<file path="config.mk">
export PLATFORM = sky130hd
export DESIGN_NAME = fetch_unit
export DESIGN_NICKNAME = d
export VERILOG_FILES = /design/src/rtl/fetch_unit.sv
export SDC_FILE = /design/constraint.sdc
export NUM_CORES = 1
export LEC_CHECK = 0
export CAP_MARGIN = 40
export CORE_MARGIN = 4
export CORE_UTILIZATION = 35
export DETAILED_ROUTE_END_ITERATION = 6
export DONT_BUFFER_PORTS = 1
export GPL_TIMING_DRIVEN = 0
export PLACE_DENSITY = 0.55
export SETUP_SLACK_MARGIN = 0.3
export SLEW_MARGIN = 40
export SYNTH_ARGS = -nofsm -noshare
export SYNTH_HDL_FRONTEND = slang
export SYNTH_SLANG_ARGS = --single-unit
</file>
<file path="constraint.sdc">
create_clock -name clk -period 7.6 [get_ports clk]
set_input_delay 0.76 -clock clk [delete_from_list [all_inputs] [get_ports clk]]
set_output_delay 0.76 -clock clk [all_outputs]
set_load 0.005 [all_outputs]
</file>
<file path="src/rtl/fetch_unit.sv">
// Instruction-fetch stage: owns the PC, resolves unconditional jumps locally
// and buffers all other instructions (with their PC) in a 2-entry FIFO
// toward decode.
//
// Handshake: an entry moves to decode on a rising edge where if_valid and
// if_ready are both 1. if_valid depends only on internal state and never on
// if_ready. if_instr/if_pc hold steady while if_valid=1 and no transfer has
// happened. Both read 0 while the FIFO is empty.
module fetch_unit #(
  parameter int ADDR_W     = 8,
  parameter int MEM_DEPTH  = 32,
  parameter int FIFO_DEPTH = 2
) (
  input  logic              clk,
  input  logic              reset,
  output logic [ADDR_W-1:0] Read_Address,
  input  logic [7:0]        instruction,
  input  logic              fetch_en,
  input  logic              redirect_valid,
  input  logic [ADDR_W-1:0] redirect_addr,
  output logic              if_valid,
  input  logic              if_ready,
  output logic [7:0]        if_instr,
  output logic [ADDR_W-1:0] if_pc,
  output logic [7:0]        jump_count,
  output logic [1:0]        fill_state
);

  // Occupancy summary exposed on fill_state.
  localparam logic [1:0] ST_EMPTY   = 2'd0;
  localparam logic [1:0] ST_PARTIAL = 2'd1;
  localparam logic [1:0] ST_FULL    = 2'd2;

  // MEM_DEPTH is a power of two, so the modulo is a mask.
  localparam logic [ADDR_W-1:0] PC_MASK   = ADDR_W'(MEM_DEPTH - 1);
  localparam logic [1:0]        FULL_CNT  = 2'(FIFO_DEPTH);

  logic [ADDR_W-1:0] pc;
  logic [1:0]        count;
  logic              rd_ptr;
  logic              wr_ptr;
  logic [7:0]        instr_mem [2];
  logic [ADDR_W-1:0] pc_mem    [2];

  logic              is_jump;
  logic              fetch;
  logic              push;
  logic              jump_taken;
  logic              pop;
  logic [ADDR_W-1:0] jump_off;
  logic [ADDR_W-1:0] seq_pc;
  logic [ADDR_W-1:0] jump_pc;

  // Fetch/jump decode. The full check uses the pre-pop count, so a pop never
  // frees a slot for a fetch in the same cycle.
  always_comb begin
    is_jump    = (instruction[7:6] == 2'b11);
    fetch      = fetch_en && !redirect_valid && (count != FULL_CNT);
    push       = fetch && !is_jump;
    jump_taken = fetch && is_jump;
    pop        = if_valid && if_ready;
    jump_off   = {{(ADDR_W-6){instruction[5]}}, instruction[5:0]};
    seq_pc     = (pc + ADDR_W'(1)) & PC_MASK;
    jump_pc    = (pc + ADDR_W'(1) + jump_off) & PC_MASK;
  end

  // FIFO payload storage; occupancy lives in the control block below.
  always_ff @(posedge clk) begin
    if (!reset && push) begin
      instr_mem[wr_ptr] <= instruction;
      pc_mem[wr_ptr]    <= pc;
    end
  end

  // PC, FIFO pointers/count and jump counter. Reset beats redirect, which
  // beats normal fetch/pop activity.
  always_ff @(posedge clk) begin
    if (reset) begin
      pc         <= '0;
      count      <= '0;
      rd_ptr     <= 1'b0;
      wr_ptr     <= 1'b0;
      jump_count <= '0;
    end else if (redirect_valid) begin
      pc     <= redirect_addr & PC_MASK;
      count  <= '0;
      rd_ptr <= 1'b0;
      wr_ptr <= 1'b0;
    end else begin
      if (push) wr_ptr <= ~wr_ptr;
      if (pop)  rd_ptr <= ~rd_ptr;
      case ({push, pop})
        2'b10:   count <= count + 2'd1;
        2'b01:   count <= count - 2'd1;
        default: count <= count;
      endcase
      if (push)       pc <= seq_pc;
      if (jump_taken) begin
        pc         <= jump_pc;
        jump_count <= jump_count + 8'd1;
      end
    end
  end

  // Head presentation and occupancy summary.
  always_comb begin
    Read_Address = pc;
    if_valid     = (count != 2'd0);
    if_instr     = if_valid ? instr_mem[rd_ptr] : 8'd0;
    if_pc        = if_valid ? pc_mem[rd_ptr] : '0;
    case (count)
      2'd0:    fill_state = ST_EMPTY;
      2'd1:    fill_state = ST_PARTIAL;
      default: fill_state = ST_FULL;
    endcase
  end

endmodule

</file>
==> results.cfg <==
[detailed_routing]
vias = 1472
firstDrtPassIters = 4
drc = 0
wire_per_inst_um = 16.31
drt_first_iter_violations = 90
vias_per_cell = 5.111
drtAntennaViolNets = 0
finalWirelength_um = 4698

[hold_path]
min_from = jump_count[7]
hp-class = reg2reg
worstHoldEndpoint = jump_count[7]
holdPathStages = 2

[cts]
clk_pin_slew_ns = 0.08
cts_setup_buffers = 0
cts_tree = built
h-tree-depth = 2
numCtsBuffers = 5
clk_latency_ns = 0.29
clockBufferDepth = 2
ctsResizeCount = 0
clock_sinks = 44
holdBufCountCts = 0
cts_root_buf = clkbuf_8

[synth]
avgSynthCellArea_um2 = 11.17
yosys-top-cells-count = edfxtp_1 (26), nor2_1 (19), dfxtp_1 (18)
synth_area_um2 = 2190
synth.ff_latch_count = 44
synth_most_common_cell = edfxtp_1
synth_flop_cell = edfxtp_1
synth_cells = 196
synth_edf_count = 26
yosys.cell_types.count = 42
synth_top_cell_area_share_pct = 35.66
synthArstFlopShare_pct = 0
synth.area.top_cells = edfxtp_1 (36%), dfxtp_1 (16%), ha_1 (6.9%)
yosysSeqAreaShare_pct = 52.11
yosys_warnings = 0
yosys.area.top_type = edfxtp_1

[global_routing]
grt_use_total_pct = 12.78
grt_overflow = 0
grt_pass1_wl_um = 7410
grt_pass1_vias = 1447
antenna_found_initial = 0
grt_max_degree = 15

[sta]
fin_crit_sh_pct = 32.83
rsz0062_at_grt = false
fmax_ghz = 0.4008
hold_viol = 0
worstMarginPinSlew_ns = 0.5514
tns_ns = 0
relSlewSlack_pct = 63.24
fin_skew_ns = 0.005152
drv_slew = 0
setup_violations = 0
period_needed_ns = 2.495

[status]
status = finished clean

[layout]
final_layout_size_suffix_gt1_share_pct = 11.27
diodes = 0
final_nets = 246
areaGrowthSynthToFinish_pct = 12.06
final_util_pct = 40.96
fillers = 589

[floorplanning]
initial_utilization_pct = 36.55
core-area_um2 = 5991
die_h_um = 87.10
dieWidth_um = 87.10
ios = 56
rows = 28
die-area_um2 = 7586

[pwr]
power.internal_uw = 377.3
power_leakage_nw = 0.8996
powerDensity_nw_per_um2 = 200.9
p_seq_share_pct = 53.4
power.clock.fraction_pct = 35.8
p_total_uw = 493.0
switching_share_pct = 23.46
p_comb_share_pct = 10.8
ir_worst_vdd_mv = 0.1295
switchingPower_uw = 115.6

[critical_path]
regToRegSetupSlack_ns = 5.20
worstSetupPathType = reg2out
r2r-start = Read_Address[0]
startpoint_type = flip-flop
r2r_cells = 7
r2r_end = Read_Address[4]
critical_path_arrival_ns = 1.74
worstSetupEndpointType = primary output
worst-path-max-fanout = 10
crit_required_ns = 6.84

[run]
maxCapViolCount = 0

[place]
place_congestion = 0.8082
io_buffers = 0
dp_hpwl_um = 3602
==> layout make-up <==
class	count	area (um2)	area share, %
multi-input combinational	136	970.9	39.57
clock inverter	3	42.54	1.734
inverter	8	30.03	1.224
clock buffer	5	68.82	2.805
sequential	44	1141	46.51
tap	75	93.84	3.825
buffer	13	76.32	3.111
timing repair buffer	4	30.03	1.224
==> layout by cell type, fill, tap and decap left out, drive strengths merged, types with 8 or more instances in the layout <==
cell,n
a21oi,8
buf,13
clkbuf,9
dfxtp,18
edfxtp,26
ha,12
inv,8
mux2i,13
nand2,10
nor2,20
nor3,9
==> critical path, stage by stage, from the launching register on <==
cell	delay, ns
dfxtp_1	0.35
inv_1	0.09
ha_1	0.37
clkbuf_1	0.48
nor2_1	0.15
==> sequential cells by signal, summed over array words and instances, names as in the netlist, named ones only <==
name	count
wr_ptr	1
instr_mem	16
rd_ptr	1
count	2
jump_count	8
pc_mem	10
Read_Address	5
==> power by group through the flow <==
stage	Combinational [mW]	Clock, mW	Sequential [mW]
global placement	0.0516	0	0.269
detailed placement	0.0529	0	0.269
finish	0.0531	0.176	0.263
floorplan	0.0409	0	0.267
global route	0.0603	0.189	0.265
CTS	0.0537	0.181	0.264
==> cells by family after synthesis <==
family	after synthesis	share of synthesized area (%)
AO/OA/AOI/OAI	27	7.828
buffers and inverters	21	4.857
multiplexers	13	5.943
XOR/XNOR	12	4.800
flip-flops	44	52.11
other	1	0.1713
AND/OR/NAND/NOR	65	16.51
adder cells (fa/ha/maj)	13	7.771
==> layer usage <==
layer | wire length (um) | track usage [%] | vias up
li1 | - | - | 724
met4 | 122 | 5.439 | 0
met5 | 0 | 0 | -
met2 | 2175 | 19.81 | 58
met1 | 1812 | 15.21 | 678
met3 | 587 | 5.960 | 12
==> metrics by stage <==
| stage | cell area [um2] | setup WS (ns) | hold WS, ns | cells |
|---|---|---|---|---|
| 3_3_place_gp | 2302 | 4.113 | 0.4863 | 276 |
| 6_report | 2454 | 5.105 | 0.5065 | 288 |
| 3_5_place_dp | 2342 | 5.115 | 0.4949 | 280 |
| 4_1_cts | 2454 | 5.031 | 0.5086 | 288 |
| 2_1_floorplan | 2208 | 4.957 | 0.4682 | 201 |
| 5_1_grt | 2454 | 4.922 | 0.5276 | 288 |
==> worst max-delay path by stage <==
| stage | start | endpoint | slack [ns] | depth (start not counted) |
|---|---|---|---|---|
| 3_3_place_gp | count[0] | pc_mem[1][3] | 4.11 | 5 |
| 3_5_place_dp | instruction[0] | Read_Address[4] | 5.11 | 6 |
| 6_report | count[0] | if_instr[6] | 5.10 | 4 |
| 2_1_floorplan | fetch_en | instr_mem[1][0] | 4.96 | 3 |
| 5_1_grt | count[1] | if_pc[2] | 4.92 | 4 |
| 4_1_cts | count[0] | if_instr[6] | 5.03 | 4 |
No activity file was read; power rests on OpenSTA's default activity.
